===== src/rtl/lowampa_capture_pkg.sv =====
// Shared types and constants for the low-amplitude trigger debug-capture sequencer.
package lowampa_capture_pkg;

  typedef enum logic [2:0] {
    IDLE      = 3'd0,
    PRE       = 3'd1,
    WAIT_TRIG = 3'd2,
    POST      = 3'd3,
    STOP      = 3'd4,
    READOUT   = 3'd5,
    HOLD      = 3'd6
  } state_e;

  localparam logic [15:0] DEF_PRETRIG_LEN  = 16'd10;
  localparam logic [15:0] DEF_POSTTRIG_LEN = 16'd5;
  localparam logic [15:0] DEF_HOLDOFF_LEN  = 16'd4;

  localparam logic [15:0] MISSED_MAX = 16'hFFFF;

endpackage


===== src/rtl/lowampa_sat_counter.sv =====
// Event counter that either wraps or sticks at all-ones.
module lowampa_sat_counter #(
  parameter int WIDTH    = 16,
  parameter bit SATURATE = 1'b1
) (
  input  logic             aclk,
  input  logic             reset_i,
  input  logic             inc_i,
  output logic [WIDTH-1:0] count_o
);

  logic [WIDTH-1:0] count_q;

  always_ff @(posedge aclk) begin
    if (reset_i) begin
      count_q <= '0;
    end else if (inc_i && !(SATURATE && (&count_q))) begin
      count_q <= count_q + WIDTH'(1);
    end
  end

  assign count_o = count_q;

endmodule


===== src/rtl/lowampa_capture_sequencer.sv =====
// Arms the capture buffers, enforces pre-trigger fill, accepts one trigger,
// records the post-trigger window and waits for readout before re-arming.
// states: IDLE 0 | PRE 1 fill | WAIT_TRIG 2 | POST 3 | STOP 4 frame align | READOUT 5 | HOLD 6
module lowampa_capture_sequencer
  import lowampa_capture_pkg::*;
#(
  parameter int NBEAMS    = 2,
  parameter int CNT_BITS  = 16,
  parameter int TCNT_BITS = 32
) (
  input  logic                 aclk,
  input  logic                 reset_i,
  input  logic                 aclk_phase_i,
  input  logic                 run_i,
  input  logic                 sw_trig_i,
  input  logic [NBEAMS-1:0]    trig_i,
  input  logic [NBEAMS-1:0]    trig_mask_i,
  input  logic [CNT_BITS-1:0]  pretrig_len_i,
  input  logic [CNT_BITS-1:0]  posttrig_len_i,
  input  logic [CNT_BITS-1:0]  holdoff_len_i,
  input  logic                 capture_waiting_i,
  output logic                 capture_enable_o,
  output logic                 trigger_o,
  output logic [NBEAMS:0]      trig_source_o,
  output logic [TCNT_BITS-1:0] trig_count_o,
  output logic [15:0]          missed_count_o,
  output logic [2:0]           state_o
);

  localparam logic [CNT_BITS-1:0] CNT_ONE = CNT_BITS'(1);

  state_e              state_q;
  logic [CNT_BITS-1:0] cnt_q;
  logic                seen_wait_q;
  logic                hit_q;
  logic                cap_en_q;
  logic                trigger_q;
  logic [NBEAMS:0]     src_q;

  logic [NBEAMS-1:0] beam_hits;
  logic              hit;
  logic              accept;
  logic              miss_inc;

  assign beam_hits = trig_i & trig_mask_i;
  assign hit       = (|beam_hits) | sw_trig_i;
  assign accept    = (state_q == WAIT_TRIG) && run_i && hit;
  // level triggers count once, on the rising edge of hit
  assign miss_inc  = (state_q != WAIT_TRIG) && hit && !hit_q;

  always_ff @(posedge aclk) begin
    if (reset_i) begin
      state_q     <= IDLE;
      cnt_q       <= '0;
      seen_wait_q <= 1'b0;
      hit_q       <= 1'b0;
      cap_en_q    <= 1'b0;
      trigger_q   <= 1'b0;
      src_q       <= '0;
    end else begin
      hit_q     <= hit;
      trigger_q <= 1'b0;
      case (state_q)
        IDLE: begin
          if (run_i && aclk_phase_i) begin
            cap_en_q <= 1'b1;
            if (pretrig_len_i != '0) begin
              state_q <= PRE;
              cnt_q   <= pretrig_len_i - CNT_ONE;
            end else begin
              state_q <= WAIT_TRIG;
            end
          end
        end
        PRE: begin
          if (!run_i) begin
            state_q  <= IDLE;
            cap_en_q <= 1'b0;
          end else if (cnt_q == '0) begin
            state_q <= WAIT_TRIG;
          end else begin
            cnt_q <= cnt_q - CNT_ONE;
          end
        end
        WAIT_TRIG: begin
          if (!run_i) begin
            state_q  <= IDLE;
            cap_en_q <= 1'b0;
          end else if (hit) begin
            trigger_q <= 1'b1;
            src_q     <= {sw_trig_i, beam_hits};
            if (posttrig_len_i != '0) begin
              state_q <= POST;
              cnt_q   <= posttrig_len_i - CNT_ONE;
            end else begin
              state_q  <= STOP;
              cap_en_q <= 1'b0;
            end
          end
        end
        POST: begin
          if (!run_i) begin
            state_q  <= IDLE;
            cap_en_q <= 1'b0;
          end else if (cnt_q == '0) begin
            state_q  <= STOP;
            cap_en_q <= 1'b0;
          end else begin
            cnt_q <= cnt_q - CNT_ONE;
          end
        end
        STOP: begin
          if (aclk_phase_i) begin
            state_q     <= READOUT;
            seen_wait_q <= 1'b0;
          end
        end
        READOUT: begin
          if (capture_waiting_i) begin
            seen_wait_q <= 1'b1;
          end else if (seen_wait_q) begin
            state_q <= HOLD;
            cnt_q   <= holdoff_len_i;
          end
        end
        HOLD: begin
          // dead time is holdoff_len cycles, at least one
          if (cnt_q == '0 || cnt_q == CNT_ONE) begin
            state_q <= IDLE;
          end else begin
            cnt_q <= cnt_q - CNT_ONE;
          end
        end
        default: begin
          state_q  <= IDLE;
          cap_en_q <= 1'b0;
        end
      endcase
    end
  end

  lowampa_sat_counter #(
    .WIDTH    (TCNT_BITS),
    .SATURATE (1'b0)
  ) u_trig_cnt (
    .aclk    (aclk),
    .reset_i (reset_i),
    .inc_i   (accept),
    .count_o (trig_count_o)
  );

  lowampa_sat_counter #(
    .WIDTH    (16),
    .SATURATE (1'b1)
  ) u_missed_cnt (
    .aclk    (aclk),
    .reset_i (reset_i),
    .inc_i   (miss_inc),
    .count_o (missed_count_o)
  );

  assign capture_enable_o = cap_en_q;
  assign trigger_o        = trigger_q;
  assign trig_source_o    = src_q;
  assign state_o          = state_q;

endmodule

===== config.mk =====
export PLATFORM = sky130hd
export DESIGN_NAME = lowampa_capture_sequencer
export DESIGN_NICKNAME = d
export VERILOG_FILES = /design/src/rtl/lowampa_capture_pkg.sv /design/src/rtl/lowampa_sat_counter.sv /design/src/rtl/lowampa_capture_sequencer.sv
export SDC_FILE = /design/constraint.sdc
export NUM_CORES = 1
export LEC_CHECK = 0
export CORE_AREA = 3 3 107 109
export DETAILED_ROUTE_END_ITERATION = 8
export DIE_AREA = 0 0 110 112
export PLACE_DENSITY = 0.7
export SKIP_CTS_REPAIR_TIMING = 1
export SLEW_MARGIN = 20
export SYNTH_ARGS = -nofsm -noshare
export SYNTH_HDL_FRONTEND = slang
export SYNTH_SLANG_ARGS = --single-unit

===== constraint.sdc =====
create_clock -name aclk -period 6.2 [get_ports aclk]
set_input_delay 0.93 -clock aclk [delete_from_list [all_inputs] [get_ports aclk]]
set_output_delay 0.93 -clock aclk [all_outputs]
set_load 0.02 [all_outputs]

==> out/results.txt <==
Crit path capture -> cnt_q[10]$_SDFFE_PP0P_
Status -> complete, no violations
Die Ht -> 112 µm
Unrepaired setup endpoints after global routing -> false
Syn Inst Count -> 577
Final period util -> 0.558
Layout Skew -> 0.0148 ns
Max Root-Sink Buffers -> 2
Vias per cell -> 5.96
Final hold vios -> 0
Post-route DRC violation count -> 0
CTS clk-pin slew, worst paths -> 0.09 ns
Reg-to-Reg End -> cnt_q[10]$_SDFFE_PP0P_
Number of global-route vias before repair -> 4541
Input/output buffers -> 113
Slew of the pin with the lowest slew margin -> 1.02 ns
Leakage -> 2.13 nW
Ant diodes -> 0
Drt first pass iters -> 7
Crit path kind -> reg2reg
Ys flop type -> dfxtp_1
Post-DRT Antenna Nets -> 0
CTS sink count -> 74
Synthesized area -> 4740 µm²
Rows -> 38
Ratio of cells with drive above 1 in the final layout -> 0.0648
CTS Root Cell -> clkbuf_8
GRT overflow -> 0
Routed wire per std cell -> 17.5 µm
Clk_lat worst skew -> 0.35 ns
CP endpoint kind -> flip-flop
WP data arrival -> 3.70 ns
Largest net degree at the start of global routing -> 68
# H-tree levels -> 3
Total GRT Usage -> 0.231
Routed WL -> 14300 µm
Min-Delay Path Class -> reg2reg
Setup-failing EPs final -> 0
Worst flop-to-flop path startpoint -> state_o[1]$_SDFFE_PP0P_
#FFs+latches synth -> 74
Hold slack -> 0.505 ns
Synth top area share -> 0.313
PD cells -> 241 nW/µm²
Number of max-cap violations -> 0
Setup TNS -> 0 ns
F_max -> 289 MHz
Reg2reg setup slack -> 2.74 ns
Starting DRT DRC Count -> 449
VDD IR max -> 0.147 mV
Final slew viol count -> 0
P&R area growth vs syn -> 29.5%
Crit path required time -> 6.45 ns
Max-slew headroom -> 0.319
CTS tree -> yes
Area leader, netlist -> dfxtp_1
Number of synthesized flops with an enable pin -> 0
Asr flop ratio synth -> 0
Critical Path Start -> state_o[1]$_SDFFE_PP0P_
Syn avg cell area -> 8.21 µm²
First-pass GRT wire length -> 22900 µm
CP startpoint kind -> flip-flop
Core Footprint -> 10700 µm²
Chip width -> 110 µm
Syn_nets -> 640
Initial core utilization -> 0.443
Initial antenna violation count -> 0
CP max FO -> 24
Post-layout net count -> 737
Worst R2R Path Depth -> 10
Synth Warn # -> 0
Top post-synthesis cells by area -> dfxtp_1, xor2_1, nor2_1, xnor2_1, nand2_1
GPL Wtd Cong -> 0.906
Die Area -> 12300 µm²
Yosys cell types -> 75
Sequential area share after synthesis -> 0.313
Via count -> 4885
HPWL Detailed -> 10500 µm
Io pins -> 114
Clock buffer count from CTS -> 9
Tmin final -> 3.46 ns
[cells in the mapped netlist, types with 3 or more instances]
master and number:
nand4b_1 4, o21ai_0 23, nand2_1 46, and3_1 10, buf_4 4, inv_1 10
a222oi_1 7, and4_1 8, o211ai_1 3, a211oi_1 6, nor3_1 15, nand4_1 19
nor3_2 3, a21oi_1 31, xor2_1 45, o31ai_1 4, a22oi_1 7, a31oi_1 3
or3_1 7, buf_2 8, nor2_1 83, dfxtp_1 74, xnor2_1 21, clkbuf_1 16
a32oi_1 4, nor4_1 7, mux2i_1 13, o22ai_1 7, and2_1 3, ha_1 5
nand3_1 25, nor4b_1 3
[flip-flops by register name, indices dropped and copies added, names as in the netlist]
name,cells
u_trig_cnt.count_o,32
cnt_q,16
u_missed_cnt.count_o,16
state_o,3
trig_source_o,3
capture_enable_o,1
hit_q,1
seen_wait_q,1
trigger_o,1
[layout make-up]
cell class	instances	area, µm²
Fill cell	987	4560
Multi-Input combinational cell	463	3080
Sequential cell	74	1480
Timing Repair Buffer	116	1150
Tap cell	140	175
Clock buffer	9	124
Clock inverter	7	83.8
Inverter	10	37.5
[worst max-delay path, cell delays in order, from the launching register on]
cell and delay, ns:
dfxtp_1 0.79, nor3b_4 0.28, buf_4 0.32, mux2i_1 0.33, ha_1 0.50, nor4b_1 0.29, nand2_1 0.09, o22ai_1 0.20
xnor2_1 0.19, a21oi_1 0.10, o32ai_1 0.25
[cells in the final DEF (no fill, tap or decap), drive strengths merged, types with 5 or more instances in the layout]
| master | instances |
|---|---|
| clkbuf | 9 |
| nand4b | 5 |
| and3 | 10 |
| a222oi | 7 |
| a21oi | 31 |
| a211oi | 7 |
| clkdlybuf4s50 | 112 |
| xnor2 | 21 |
| o21ai | 24 |
| mux2i | 13 |
| xor2 | 45 |
| nor3 | 20 |
| a22oi | 7 |
| nor4 | 9 |
| nor2 | 83 |
| nand2 | 46 |
| nand3 | 25 |
| dfxtp | 74 |
| and4 | 8 |
| ha | 5 |
| o22ai | 7 |
| or3 | 7 |
| inv | 13 |
| nand4 | 21 |
[cells by family (layout without fill, tap and decap cells)]
logic type / Yosys count / after routing / share of synthesized area
buf+inv: 40 / 142 / 0.0401
xor+xnor: 66 / 66 / 0.122
compound gates: 124 / 124 / 0.183
fa+ha+maj: 5 / 5 / 0.0132
simple gates: 254 / 254 / 0.299
flops: 74 / 74 / 0.313
mux: 14 / 14 / 0.0298
[layer usage]
layer | track usage | routed length, µm | vias to the layer above
met1 | 0.315 | 6090 | 2316
met2 | 0.370 | 6820 | 216
li1 | - | - | 2332
met4 | 0.0490 | 187 | 0
met5 | 0 | 0 | -
met3 | 0.0533 | 1210 | 21
[worst min path at each step]
stage                                             from                                 end  slack, ns  cells after the start
finish              u_trig_cnt.count_o[1]$_SDFFE_PP0P_  u_trig_cnt.count_o[1]$_SDFFE_PP0P_       0.50                      2
detailed placement              cnt_q[10]$_SDFFE_PP0P_              cnt_q[10]$_SDFFE_PP0P_       0.49                      2
CTS                             cnt_q[10]$_SDFFE_PP0P_              cnt_q[10]$_SDFFE_PP0P_       0.50                      2
global route                    cnt_q[10]$_SDFFE_PP0P_              cnt_q[10]$_SDFFE_PP0P_       0.52                      2
floorplan                       cnt_q[10]$_SDFFE_PP0P_              cnt_q[10]$_SDFFE_PP0P_       0.45                      2
global placement                cnt_q[10]$_SDFFE_PP0P_              cnt_q[10]$_SDFFE_PP0P_       0.46                      2
[through the flow]
| stage | worst slack [ns] | cells | utilization | total power (W) | instance area, µm² |
|---|---|---|---|---|---|
| detailed placement | 2.66 | 803 | 0.553 | 0.00108 | 5910 |
| floorplan | 3.39 | 577 | - | 0.000927 | 4740 |
| finish | 2.74 | 819 | 0.573 | 0.00148 | 6130 |
| global placement | 2.70 | 803 | 0.553 | 0.00107 | 5910 |
| CTS | 2.77 | 819 | 0.572 | 0.00147 | 6120 |
| global route | 2.50 | 819 | 0.573 | 0.00156 | 6130 |
[report_power, final]
| part | total, W | leakage (nW) | switching (W) | internal, W |
|---|---|---|---|---|
| logic | 0.000514 | 1.43 | 0.000296 | 0.000218 |
| clock network | 0.000396 | 0.102 | 0.000203 | 0.000193 |
| registers | 0.000569 | 0.600 | 0.0000615 | 0.000507 |
Power figures use the tool's default switching activity.
==> variant: new RTL, config.mk and constraints unchanged <==
Register the input `sw_trig_i` before use, without a reset. The logic sees it one clock later. The other inputs are not delayed to match.
--- a/src/rtl/lowampa_capture_sequencer.sv
+++ b/src/rtl/lowampa_capture_sequencer.sv
@@ -30,4 +30,10 @@
   localparam logic [CNT_BITS-1:0] CNT_ONE = CNT_BITS'(1);
 
+  logic sw_trig_q;
+
+  always_ff @(posedge aclk) begin
+    sw_trig_q <= sw_trig_i;
+  end
+
   state_e              state_q;
   logic [CNT_BITS-1:0] cnt_q;
@@ -44,5 +50,5 @@
 
   assign beam_hits = trig_i & trig_mask_i;
-  assign hit       = (|beam_hits) | sw_trig_i;
+  assign hit       = (|beam_hits) | sw_trig_q;
   assign accept    = (state_q == WAIT_TRIG) && run_i && hit;
   // level triggers count once, on the rising edge of hit
@@ -89,5 +95,5 @@
           end else if (hit) begin
             trigger_q <= 1'b1;
-            src_q     <= {sw_trig_i, beam_hits};
+            src_q     <= {sw_trig_q, beam_hits};
             if (posttrig_len_i != '0) begin
               state_q <= POST;
Behaviour: not the same (a bounded check fails within 4 cycles, from zero or initial values and one cycle with reset_i high).
==> variant against the original RTL <==
  * Sequential power rose by 0.9%
  * First-iteration DRC count fell by 17%
  * Sequential share of layout area grew 0.39 points
  * Total power fell by 3.5%
  * Cell count is 0.12% higher
  * Critical path depth is 1 lower
  * Design area decreased by 0.27%
  * Wire length decreased by 0.49%
  * Sequential cell count is 1 higher
  * Worst hold slack lost 4.3 ps
  * Synthesized area is 0.42% higher
  * Worst setup slack got worse by 440 ps
  * Fmax down 11%
  * Critical path type unchanged
  * Critical endpoint is now cnt_q[12]$_SDFFE_PP0P_
  * Largest cell class unchanged
  * Largest power group unchanged
  * Highest routed layer unchanged
==> variant: results (changes against the original RTL) <==
metric;value;unit;change
status;finished clean;;
drive_above_1_share;6.18;%;-0.30 points
regToRegSetupSlack;2300;ps;-440 ps
yosys-top-cells-count;83 x nor2_1, 75 x dfxtp_1, 46 x nand2_1, 45 x xor2_1, 31 x a21oi_1;;
fin_skew;15.7;ps;+0.841 ps
globalRouteMet1Util;31.4;%;-0.077 points
critPathTopFamily;simple AND/OR/NAND/NOR gates;;
n_clock_buffer;11;;+2
dp_hpwl;10.5;mm;about the same
ir_drop;0.124;mV;-16%
synthMuxAreaShare;2.97;%;-0.013 points
wl;14.2;mm;-0.49%
gr-usage-met3;5.22;%;-0.12 points
synth_adder_area_share;1.32;%;-0.0056 points
via_count;4795;;-1.8%
first_iter_violations;373;;-17%
drt-met1-wl;6.20;mm;+1.8%
final_nets;738;;+0.14%
dr_wl_met3;996;µm;-18%
finalNonFillerCells;820;;+0.12%
grt_pass1_vias;4639;;+2.2%
place_inst;804;;+0.12%
place_ws;2370;ps;-282 ps
crit_arrival;4110;ps;+410 ps
tightest_slew;1100;ps;+79.7 ps
synth_nets;641;;+0.16%
first_pass_iters;5;;-2
use_met2;36.5;%;-0.49 points
ff_latch_area;1500;µm²;+1.4%
place_area;5930;µm²;+0.34%
synthTopCellsByArea;dfxtp_1 32%, xor2_1 8.3%, nor2_1 6.5%;;
clk_latency;370;ps;+20 ps
wl_met2;6.70;mm;-1.7%
grt_pass1_wl;23.1;mm;+0.87%
fillers;997;;+1.0%
multi_input_area_share;50.4;%;+0.13 points
hold_path_end;cnt_q[10]$_SDFFE_PP0P_;;
r2r-end;cnt_q[12]$_SDFFE_PP0P_;;
hp-class;reg -> reg;;
synthXorXnorAreaFrac;12.2;%;-0.051 points
r2r_cells;9;;-1
grt_usage;23.5;%;+0.47 points
synth_compound_area_share;18.2;%;-0.077 points
power_leakage;2.11;nW;-0.85%
cpMaxStageDelayCell;nor3b_4;;
final-clk-cell-share;2.80;%;-0.58 points
ys_seq_area_share;31.6;%;+0.29 points
-- variant: changes by cell type after synthesis --
cell     change
dfxtp_1      +1
-- variant: worst reg2reg max path: cells and delay by family (launching register included) --
kind	cells	cell delay [ps]
compound gates	3	380
flops	1	750
mux	1	380
xor+xnor	1	300
fa+ha+maj	1	500
simple gates	3	1430
-- variant: how the worst max path moves through the flow --
stage                             end  slack [ps]  cells after the start
2_1_floorplan  cnt_q[12]$_SDFFE_PP0P_        3390                     13
3_3_place_gp   cnt_q[12]$_SDFFE_PP0P_        2410                      9
3_5_place_dp   cnt_q[12]$_SDFFE_PP0P_        2370                      9
4_1_cts        cnt_q[12]$_SDFFE_PP0P_        2330                      9
5_1_grt        cnt_q[12]$_SDFFE_PP0P_        1980                      9
6_report       cnt_q[12]$_SDFFE_PP0P_        2300                      9
-- variant: power breakdown --
part	total, mW	internal [mW]	switching (mW)
Sequential	0.574	0.514	0.0602
Clock	0.341	0.147	0.195
Combinational	0.512	0.217	0.295
Total	1.43	0.878	0.550
